[src/rtl/ace_snoop_sequencer_if.sv]
// Snoop-side bundle of the ACE snoop sequencer: AC/CR/CD channels plus the cache lookup port.
// slave = the sequencer's view, master = the interconnect/cache environment's view.
interface ace_snoop_sequencer_if #(
    parameter int AddrWidth = 64,
    parameter int DataWidth = 64,
    parameter int LineWidth = 128
);
    logic                 ac_valid_i;
    logic                 ac_ready_o;
    logic [AddrWidth-1:0] ac_addr_i;
    logic [3:0]           ac_snoop_i;

    logic                 cr_valid_o;
    logic                 cr_ready_i;
    logic [4:0]           cr_resp_o;

    logic                 cd_valid_o;
    logic                 cd_ready_i;
    logic [DataWidth-1:0] cd_data_o;
    logic                 cd_last_o;

    logic                 lookup_req_o;
    logic                 lookup_gnt_i;
    logic [AddrWidth-1:0] lookup_addr_o;
    logic [3:0]           lookup_snoop_o;
    logic                 lookup_rvalid_i;
    logic                 lookup_hit_i;
    logic                 lookup_dirty_i;
    logic                 lookup_shared_i;
    logic [LineWidth-1:0] lookup_line_i;

    logic                 busy_o;

    modport slave (
        input  ac_valid_i, ac_addr_i, ac_snoop_i,
        output ac_ready_o,
        output cr_valid_o, cr_resp_o,
        input  cr_ready_i,
        output cd_valid_o, cd_data_o, cd_last_o,
        input  cd_ready_i,
        output lookup_req_o, lookup_addr_o, lookup_snoop_o,
        input  lookup_gnt_i, lookup_rvalid_i, lookup_hit_i, lookup_dirty_i,
        input  lookup_shared_i, lookup_line_i,
        output busy_o
    );

    modport master (
        output ac_valid_i, ac_addr_i, ac_snoop_i,
        input  ac_ready_o,
        input  cr_valid_o, cr_resp_o,
        output cr_ready_i,
        input  cd_valid_o, cd_data_o, cd_last_o,
        output cd_ready_i,
        input  lookup_req_o, lookup_addr_o, lookup_snoop_o,
        output lookup_gnt_i, lookup_rvalid_i, lookup_hit_i, lookup_dirty_i,
        output lookup_shared_i, lookup_line_i,
        input  busy_o
    );
endinterface

[src/rtl/ace_snoop_sequencer.sv]
// Handles one ACE snoop at a time: AC capture, single cache lookup, CRRESP generation
// and CD streaming of the line when data transfer is required.
module ace_snoop_sequencer #(
    parameter int AddrWidth = 64,
    parameter int DataWidth = 64,
    parameter int LineWidth = 128
) (
    input  logic                   clk_i,
    input  logic                   rst_i,
    ace_snoop_sequencer_if.slave   bus
);
    localparam int Beats = LineWidth / DataWidth;
    localparam int CntW  = (Beats > 1) ? $clog2(Beats) : 1;
    localparam int OffW  = $clog2(LineWidth / 8);
    localparam logic [AddrWidth-1:0] AlignMask = {{(AddrWidth-OffW){1'b1}}, {OffW{1'b0}}};

    typedef enum logic [1:0] {
        S_IDLE   = 2'd0,
        S_LOOKUP = 2'd1,
        S_WAIT   = 2'd2,
        S_SEND   = 2'd3
    } state_e;

    // Snoop types this sequencer looks up; anything else gets an immediate empty response.
    function automatic logic snoop_supported_f(input logic [3:0] snoop);
        logic sup;
        case (snoop)
            4'b0000, 4'b0001, 4'b0010, 4'b0011,
            4'b0111, 4'b1000, 4'b1001, 4'b1101: sup = 1'b1;
            default:                            sup = 1'b0;
        endcase
        return sup;
    endfunction

    // CRRESP = {WasUnique, IsShared, PassDirty, Error, DataTransfer}.
    function automatic logic [4:0] crresp_f(input logic [3:0] snoop, input logic hit,
                                            input logic dirty, input logic shared);
        logic dt, is, pd;
        logic [4:0] resp;
        case (snoop)
            4'b0000:                   begin dt = 1'b1;  is = 1'b1; pd = 1'b0;  end
            4'b0001, 4'b0010, 4'b0011: begin dt = 1'b1;  is = 1'b1; pd = dirty; end
            4'b0111:                   begin dt = 1'b1;  is = 1'b0; pd = dirty; end
            4'b1000:                   begin dt = dirty; is = 1'b1; pd = dirty; end
            4'b1001:                   begin dt = dirty; is = 1'b0; pd = dirty; end
            default:                   begin dt = 1'b0;  is = 1'b0; pd = 1'b0;  end
        endcase
        if (hit) begin
            resp = {~shared, is, pd, 1'b0, dt};
        end else begin
            resp = 5'b00000;
        end
        return resp;
    endfunction

    state_e               state_q, state_d;
    logic [AddrWidth-1:0] addr_q, addr_d;
    logic [3:0]           snoop_q, snoop_d;
    logic [4:0]           resp_q, resp_d;
    logic [LineWidth-1:0] line_q, line_d;
    logic [CntW-1:0]      cnt_q, cnt_d;
    logic                 cr_done_q, cr_done_d;
    logic                 cd_done_q, cd_done_d;

    logic ac_ready_s, ac_hs_s;
    logic cr_valid_s, cr_hs_s, cr_fin_s;
    logic cd_valid_s, cd_hs_s, cd_fin_s;
    logic last_s;

    assign ac_ready_s = (state_q == S_IDLE) && !rst_i;
    assign ac_hs_s    = ac_ready_s && bus.ac_valid_i;
    assign cr_valid_s = (state_q == S_SEND) && !cr_done_q;
    assign cd_valid_s = (state_q == S_SEND) && resp_q[0] && !cd_done_q;
    assign cr_hs_s    = cr_valid_s && bus.cr_ready_i;
    assign cd_hs_s    = cd_valid_s && bus.cd_ready_i;
    assign last_s     = (cnt_q == CntW'(Beats - 1));
    // A transaction without data counts its CD side as already finished.
    assign cr_fin_s   = cr_done_q || cr_hs_s;
    assign cd_fin_s   = !resp_q[0] || cd_done_q || (cd_hs_s && last_s);

    // State register.
    always_ff @(posedge clk_i) begin
        if (rst_i) begin
            state_q <= S_IDLE;
        end else begin
            state_q <= state_d;
        end
    end

    // Next-state logic.
    always_comb begin
        state_d = state_q;
        case (state_q)
            S_IDLE: begin
                if (ac_hs_s) begin
                    state_d = snoop_supported_f(bus.ac_snoop_i) ? S_LOOKUP : S_SEND;
                end else begin
                    state_d = S_IDLE;
                end
            end
            S_LOOKUP: begin
                if (bus.lookup_gnt_i) begin
                    state_d = S_WAIT;
                end else begin
                    state_d = S_LOOKUP;
                end
            end
            S_WAIT: begin
                if (bus.lookup_rvalid_i) begin
                    state_d = S_SEND;
                end else begin
                    state_d = S_WAIT;
                end
            end
            S_SEND: begin
                if (cr_fin_s && cd_fin_s) begin
                    state_d = S_IDLE;
                end else begin
                    state_d = S_SEND;
                end
            end
            default: state_d = S_IDLE;
        endcase
    end

    // Datapath next-state: capture on AC, load result in WAIT, track CR/CD progress in SEND.
    always_comb begin
        addr_d    = addr_q;
        snoop_d   = snoop_q;
        resp_d    = resp_q;
        line_d    = line_q;
        cnt_d     = cnt_q;
        cr_done_d = cr_done_q;
        cd_done_d = cd_done_q;
        if (ac_hs_s) begin
            addr_d    = bus.ac_addr_i & AlignMask;
            snoop_d   = bus.ac_snoop_i;
            resp_d    = 5'b00000;
            cnt_d     = '0;
            cr_done_d = 1'b0;
            cd_done_d = 1'b0;
        end else if ((state_q == S_WAIT) && bus.lookup_rvalid_i) begin
            resp_d = crresp_f(snoop_q, bus.lookup_hit_i, bus.lookup_dirty_i, bus.lookup_shared_i);
            line_d = bus.lookup_line_i;
        end else if (state_q == S_SEND) begin
            if (cr_hs_s) begin
                cr_done_d = 1'b1;
            end else begin
                cr_done_d = cr_done_q;
            end
            if (cd_hs_s && last_s) begin
                cd_done_d = 1'b1;
            end else if (cd_hs_s) begin
                cnt_d = cnt_q + CntW'(1);
            end else begin
                cnt_d = cnt_q;
            end
        end else begin
            cnt_d = cnt_q;
        end
    end

    // Datapath registers.
    always_ff @(posedge clk_i) begin
        if (rst_i) begin
            addr_q    <= '0;
            snoop_q   <= 4'b0000;
            resp_q    <= 5'b00000;
            line_q    <= '0;
            cnt_q     <= '0;
            cr_done_q <= 1'b0;
            cd_done_q <= 1'b0;
        end else begin
            addr_q    <= addr_d;
            snoop_q   <= snoop_d;
            resp_q    <= resp_d;
            line_q    <= line_d;
            cnt_q     <= cnt_d;
            cr_done_q <= cr_done_d;
            cd_done_q <= cd_done_d;
        end
    end

    // Output decode; everything comes from registered state so stalls keep outputs stable.
    always_comb begin
        bus.ac_ready_o     = ac_ready_s;
        bus.cr_valid_o     = cr_valid_s;
        bus.cr_resp_o      = resp_q;
        bus.cd_valid_o     = cd_valid_s;
        bus.cd_data_o      = line_q[int'(cnt_q) * DataWidth +: DataWidth];
        bus.cd_last_o      = last_s;
        bus.lookup_req_o   = (state_q == S_LOOKUP);
        bus.lookup_addr_o  = addr_q;
        bus.lookup_snoop_o = snoop_q;
        bus.busy_o         = (state_q != S_IDLE);
    end
endmodule

[src/flat_wrapper.sv]
// flat-port wrapper written by rule: the top's interface ports become plain ports
module ace_snoop_sequencer_flat 
#(
    parameter int AddrWidth = 64,
    parameter int DataWidth = 64,
    parameter int LineWidth = 128
)
  (clk_i, rst_i, bus_ac_valid_i, bus_ac_addr_i, bus_ac_snoop_i, bus_ac_ready_o, bus_cr_valid_o, bus_cr_resp_o, bus_cr_ready_i, bus_cd_valid_o, bus_cd_data_o, bus_cd_last_o, bus_cd_ready_i, bus_lookup_req_o, bus_lookup_addr_o, bus_lookup_snoop_o, bus_lookup_gnt_i, bus_lookup_rvalid_i, bus_lookup_hit_i, bus_lookup_dirty_i, bus_lookup_shared_i, bus_lookup_line_i, bus_busy_o);
  ace_snoop_sequencer_if #(.AddrWidth(AddrWidth), .DataWidth(DataWidth), .LineWidth(LineWidth)) bus_i ();
  input  logic clk_i;
  input  logic rst_i;
  input wire logic [$bits(bus_i.ac_valid_i)-1:0] bus_ac_valid_i;
  input wire logic [$bits(bus_i.ac_addr_i)-1:0] bus_ac_addr_i;
  input wire logic [$bits(bus_i.ac_snoop_i)-1:0] bus_ac_snoop_i;
  output wire logic [$bits(bus_i.ac_ready_o)-1:0] bus_ac_ready_o;
  output wire logic [$bits(bus_i.cr_valid_o)-1:0] bus_cr_valid_o;
  output wire logic [$bits(bus_i.cr_resp_o)-1:0] bus_cr_resp_o;
  input wire logic [$bits(bus_i.cr_ready_i)-1:0] bus_cr_ready_i;
  output wire logic [$bits(bus_i.cd_valid_o)-1:0] bus_cd_valid_o;
  output wire logic [$bits(bus_i.cd_data_o)-1:0] bus_cd_data_o;
  output wire logic [$bits(bus_i.cd_last_o)-1:0] bus_cd_last_o;
  input wire logic [$bits(bus_i.cd_ready_i)-1:0] bus_cd_ready_i;
  output wire logic [$bits(bus_i.lookup_req_o)-1:0] bus_lookup_req_o;
  output wire logic [$bits(bus_i.lookup_addr_o)-1:0] bus_lookup_addr_o;
  output wire logic [$bits(bus_i.lookup_snoop_o)-1:0] bus_lookup_snoop_o;
  input wire logic [$bits(bus_i.lookup_gnt_i)-1:0] bus_lookup_gnt_i;
  input wire logic [$bits(bus_i.lookup_rvalid_i)-1:0] bus_lookup_rvalid_i;
  input wire logic [$bits(bus_i.lookup_hit_i)-1:0] bus_lookup_hit_i;
  input wire logic [$bits(bus_i.lookup_dirty_i)-1:0] bus_lookup_dirty_i;
  input wire logic [$bits(bus_i.lookup_shared_i)-1:0] bus_lookup_shared_i;
  input wire logic [$bits(bus_i.lookup_line_i)-1:0] bus_lookup_line_i;
  output wire logic [$bits(bus_i.busy_o)-1:0] bus_busy_o;
  assign bus_i.ac_valid_i = bus_ac_valid_i;
  assign bus_i.ac_addr_i = bus_ac_addr_i;
  assign bus_i.ac_snoop_i = bus_ac_snoop_i;
  assign bus_ac_ready_o = bus_i.ac_ready_o;
  assign bus_cr_valid_o = bus_i.cr_valid_o;
  assign bus_cr_resp_o = bus_i.cr_resp_o;
  assign bus_i.cr_ready_i = bus_cr_ready_i;
  assign bus_cd_valid_o = bus_i.cd_valid_o;
  assign bus_cd_data_o = bus_i.cd_data_o;
  assign bus_cd_last_o = bus_i.cd_last_o;
  assign bus_i.cd_ready_i = bus_cd_ready_i;
  assign bus_lookup_req_o = bus_i.lookup_req_o;
  assign bus_lookup_addr_o = bus_i.lookup_addr_o;
  assign bus_lookup_snoop_o = bus_i.lookup_snoop_o;
  assign bus_i.lookup_gnt_i = bus_lookup_gnt_i;
  assign bus_i.lookup_rvalid_i = bus_lookup_rvalid_i;
  assign bus_i.lookup_hit_i = bus_lookup_hit_i;
  assign bus_i.lookup_dirty_i = bus_lookup_dirty_i;
  assign bus_i.lookup_shared_i = bus_lookup_shared_i;
  assign bus_i.lookup_line_i = bus_lookup_line_i;
  assign bus_busy_o = bus_i.busy_o;
  ace_snoop_sequencer #(.AddrWidth(AddrWidth), .DataWidth(DataWidth), .LineWidth(LineWidth)) u_core (.clk_i(clk_i), .rst_i(rst_i), .bus(bus_i));
endmodule
[config.mk]
export PLATFORM = sky130hd
export DESIGN_NAME = ace_snoop_sequencer_flat
export DESIGN_NICKNAME = d
export VERILOG_FILES = /design/src/rtl/ace_snoop_sequencer_if.sv /design/src/rtl/ace_snoop_sequencer.sv /design/src/flat_wrapper.sv
export SDC_FILE = /design/constraint.sdc
export NUM_CORES = 1
export LEC_CHECK = 0
export CAP_MARGIN = 30
export CORE_MARGIN = 2
export CORE_UTILIZATION = 32
export DETAILED_ROUTE_END_ITERATION = 16
export GPL_TIMING_DRIVEN = 0
export PLACE_DENSITY = 0.66
export SYNTH_ARGS = -nofsm -noshare
export SYNTH_HDL_FRONTEND = slang
export SYNTH_SLANG_ARGS = --single-unit
[constraint.sdc]
create_clock -name clk_i -period 4.07 [get_ports clk_i]
set_input_delay 1.221 -clock clk_i [delete_from_list [all_inputs] [get_ports clk_i]]
set_output_delay 1.221 -clock clk_i [all_outputs]
set_load 0.05 [all_outputs]
Word-level counts from Yosys, hierarchy flattened
Memory sizes are Yosys's and may differ from the RTL's. Index checks and enable logic that the tools add are counted.

Add/subtract/negate cells: 1. Eq/ne operators: 9. Shifts and indexed selects: 1. Multiplexer cells: 12. Bitwise logic cells: 4. Reduce and logical (&&, ||, !) cells: 29.

Operators with widths (count): indexed part select 128 x 8 -> 64 bit (1); logical AND 1 bit (10); OR reduction 5 bit (2); equality test 4 x 2 -> 1 bit (second input constant) (2); equality test 4 bit (second input constant) (2); 2-to-1 mux 2 bit (4); one-hot mux 2 bit (4 select lines) (1); AND reduction 3 bit (2); OR reduction 6 bit (1); 2-to-1 mux 1 bit (5); 2-to-1 mux 5 bit (1); equality test 2 bit (second input constant) (2); equality test 4 x 1 -> 1 bit (second input constant) (1); equality test 4 x 3 -> 1 bit (second input constant) (1); zero test 1 bit (4); zero test 4 bit (1); inverter 1 bit (4); AND reduction 4 bit (1); OR reduction 2 bit (2); logical OR 1 bit (3); equality test 2 x 1 -> 1 bit (second input constant) (1); zero test 2 bit (1); one-hot mux 1 bit (2 select lines) (1); AND reduction 2 bit (1); 2 further kinds (2).

Register bits: 202. ROM bits: 16. Input bits: 206. Output and inout port bits: 143. Word-level logic and storage cells: 65. Memories: 1.

Memories: (name not given) (words 16, width 1, read ports 1, clocked after Yosys merged registers in 0, wr ports 0, RTL line ace_snoop_sequencer.sv:27) `case (snoop)`.

Depth between registers and ports, before layout
Depth after elaboration: 9. Depth in mapped cells: 6. Mapped depth without buffers: 3.

Least setup slack after synthesis
No wires, ideal clock.

Kind: in2out. Start point: input rst_i. End point: output bus_ac_ready_o. Arrival time: 2353 ps. Setup slack: 496 ps. Stages on the path: 4. Buffers on the path: 3. Cells stage by stage: buf_2 -> buf_2 -> buf_2 -> nor2_1.

Word-level cells in the longest chain between the ends: 2.

Ends and longest elaborated chain: start, declared (RTL line flat_wrapper.sv:11) `input logic rst_i;`; zero test 1 bit (RTL line ace_snoop_sequencer.sv:70) `assign ac_ready_s = (state_q == S_IDLE) && !rst_i;`; logical AND 1 bit (RTL line ace_snoop_sequencer.sv:70); end, declared (RTL line flat_wrapper.sv:15) `output wire logic [$bits(bus_i.ac_ready_o)-1:0] bus_ac_ready_o;`.

No other way between the ends.

Final worst setup path
Start point: register u_core.cnt_q, in the netlist u_core.bus.cd_last_o. End point: output bus_cd_data_o[43].

Word-level cells in the longest chain between the ends: 1.

Ends and longest elaborated chain: start, declared (RTL line ace_snoop_sequencer.sv:61) `logic [CntW-1:0] cnt_q, cnt_d;`; start signal, assigned (RTL line ace_snoop_sequencer.sv:178) `cnt_q <= cnt_d;`; indexed part select 128 x 8 -> 64 bit (RTL line ace_snoop_sequencer.sv:190) `bus.cd_data_o = line_q[int'(cnt_q) * DataWidth +: DataWidth];`; end, declared (RTL line flat_wrapper.sv:20) `output wire logic [$bits(bus_i.cd_data_o)-1:0] bus_cd_data_o;`.

No other way between the ends.

==> results.md <==
- Worst Hold Class: reg2reg
- Initial antenna violation count: 0
- Tmin final: roughly 4.0 ns
- Arr. time, crit path: about 2.8 ns
- Crit path launch type: flop
- Outcome: finished clean
- FF-to-FF Start: u_core.state_q[0]
- Unique masters post-synth: 38
- Reg clk slew, reported paths: ~0.060 ns
- EDFF count, synth: 0
- Gate Count Post-Synth: slightly below 1,000
- R2R Path End: u_core.line_q[15]
- Congestion Overflow GR: 0
- Max-slew headroom: 57.6%
- First-pass GRT wire length: 43,500 um
- CTS root buffer: clkbuf_16
- Final wirelength: between 20,000 and 30,000 um
- Core area: between 20,000 and 30,000 um^2
- Synth Cell Area: 8110 um^2
- Fin. max-slew vios: 0
- Unrepaired setup endpoints after global routing: false
- Clock tree buffer depth: 3
- Global-route usage over all layers: between 20% and 30%
- R2r worst-path depth: 5
- Endpoint, Worst Hold: u_core.line_q[90]
- Largest net degree at the start of global routing: 20
- Vias in the first global route: 8,019
- Final #Nets: about 1,600
- # DRC: 0
- H-tree depth: 1
- Fin. Hold Viols: 0
- CP Max Fanout: 10
- WHS Path Cells: 2
- Clk sink count: approximately 200
- Tcrit/Tclk final: 97.7%
- Worst Hold Launch: u_core.line_q[90]
- Leak: around 4.7 nW
- WP data required: around 2.9 ns
- Via-to-Cell Ratio: between 4 and 5
- Asr flop ratio synth: 0%
- Antenna Cells: 0
- Synth-to-layout area growth: 57.1%
- Layout cells sized above 1: around an eighth
- Die height: 163 um
- R2R Setup Slk: around 2.4 ns
- Hold_ws: roughly 0.45 ns
- I/O pins: ~350
- Ys flop type: dfxtp_1
- Max cap viols: 0
- Vias: 7,859
- 1st-pass router iterations: 4
- Rows: 58
- Hpwl dp: 21,800 um
- Clk_lat worst skew: approximately 0.50 ns
- Peak VDD IR: 0.000328 V
- Die X: between 150 and 200 um
- Critical path class: reg2out
- Post-DRT Antenna Nets: 0
- CTS tree: built
- Clk_skew: between 0.01 and 0.015 ns
- Die Footprint: around 27,000 um^2
- Synthesis-stage register bit count: roughly 200
- GPL Wtd Cong: roughly 0.84
- Crit path capture type: primary output
- Slew at the pin closest to its max-slew limit: 0.636 ns
- Synth warnings: 0
- Max Fclk: 252 MHz
- Power density over the cells: 433 nW/um^2
- Final number of setup-violating endpoints: 0
- Sequential share of the synthesized area: 49.6%
- Hold Buf Count CTS: 0
- CTS buffer count: 24
- Syn_area_per_cell: 8.31 um^2
- Number of DRC markers in iteration 0: roughly 290
- WL/cell: ~17 um
- Initial cell density of the core: 32.4%
- Setup TNS: 0 ns
- PortBufs: around 340
## where the power goes
| part | switching [mW] | internal [mW] | total [mW] |
|---|---|---|---|
| sequential | 0.0780 | 2.10 | 2.18 |
| combinational | 0.714 | 0.491 | 1.21 |
| clock | 0.837 | 1.30 | 2.14 |
## cells in the final DEF, fill, tap and decap left out, types with 3 or more instances in the layout
cell             Yosys  routed
nand2_1            327     327
clkdlybuf4s50_1      0     334
dfxtp_1            201     201
clkinv_2             0       4
buf_6                4       4
buf_4               16      18
o21ai_0             58      58
nand2b_1            65      65
dlymetal6s2s_1       0       4
a21oi_1            136     136
mux2_2              64      64
nand3b_1             3       3
clkbuf_1            21      26
conb_1               1       5
buf_2               35      32
clkbuf_8             0       6
clkbuf_2             3       3
clkbuf_16            0      25
o21ai_1              8       8
nor2_1               7       7
## through the flow
| stage | utilization, % | cells | setup WS [ns] | total power, mW | cell area (um^2) |
|---|---|---|---|---|---|
| after floorplan | - | 980 | 0.496 | 2.89 | 8130 |
| after global placement | 47.7 | 1649 | -0.622 | 3.42 | 11900 |
| after detailed placement | 47.7 | 1649 | -0.634 | 3.43 | 11900 |
| after CTS | 50.9 | 1692 | 0.0350 | 5.58 | 12700 |
| after global routing | 50.9 | 1692 | 0.00325 | 5.75 | 12700 |
| final | 50.9 | 1692 | 0.0945 | 5.52 | 12700 |
## critical path, cell delays in order, from the launching register on
cell and delay, ns:
dfxtp_1 0.38, buf_2 0.37, buf_2 0.40, mux2_2 0.40, clkdlybuf4s50_1 0.70
## layout make-up
type | count | area [um^2]
buffer | 78 | 434
clock buffer | 36 | 727
clock inverter | 8 | 73.8
fill | 2418 | 12300
inverter | 2 | 7.51
multi-input combinational | 698 | 3660
sequential | 201 | 4020
tap | 330 | 413
timing repair buffer | 339 | 3400
## cells in the mapped netlist, types with 2 or more instances
| library cell | number | share of area, % |
|---|---|---|
| nand2_1 | 327 | 15 |
| dfxtp_1 | 201 | 50 |
| a21oi_1 | 136 | 8.4 |
| nand2b_1 | 65 | 5.0 |
| mux2_2 | 64 | 8.9 |
| o21ai_0 | 58 | 3.6 |
| buf_2 | 35 | 2.2 |
| clkbuf_1 | 21 | 0.97 |
| buf_4 | 16 | 1.5 |
| o21ai_1 | 8 | 0.49 |
| nor2_1 | 7 | 0.32 |
| buf_6 | 4 | 0.56 |
| clkbuf_2 | 3 | 0.19 |
| nand3b_1 | 3 | 0.28 |
| a21o_1 | 2 | 0.19 |
| and2_1 | 2 | 0.15 |
| inv_1 | 2 | 0.093 |
| nand4b_1 | 2 | 0.22 |
## sequential cells by signal, summed over array words and instances, names as in the netlist
| signal | flops |
|---|---|
| u_core.bus.cd_last_o | 1 |
| u_core.bus.cr_resp_o | 4 |
| u_core.bus.lookup_addr_o | 60 |
| u_core.bus.lookup_snoop_o | 4 |
| u_core.cd_done_q | 1 |
| u_core.cr_done_q | 1 |
| u_core.line_q | 128 |
| u_core.state_q | 2 |
## per-layer routing
| layer | track usage [%] | vias up | part of all wire, % |
|---|---|---|---|
| met5 | 0 | - | 0 |
| met4 | 6.28 | 0 | 3.0 |
| met3 | 8.05 | 49 | 10 |
| met2 | 37.4 | 293 | 48 |
| met1 | 22.8 | 3592 | 39 |
| li1 | - | 3925 | - |
## worst max-delay path by stage
stage,from,cells past startpoint,endpoint
floorplan,rst_i,4,bus_ac_ready_o
global placement,rst_i,6,bus_ac_ready_o
detailed placement,rst_i,6,bus_ac_ready_o
CTS,u_core.bus.cd_last_o,4,bus_cd_data_o[1]
global route,u_core.bus.cd_last_o,4,bus_cd_data_o[43]
finish,u_core.bus.cd_last_o,4,bus_cd_data_o[43]
## cells by family after synthesis
kind of cell / count (synthesis) / share of synthesized area, %
and+or+nand+nor: 415 / 22.3
AOI/OAI and AO/OA: 213 / 13.6
DFF: 201 / 49.6
buffers and inverters: 81 / 5.45
muxes: 65 / 9.01
other: 1 / 0.0462
## repair_timing
item	CTS	global route
cloned	0	0
buffers inserted	0	0
pin swaps	0	0
endpoints found under the setup margin	1	4
gates resized for setup	5	4
Power figures use the tool's default switching activity.
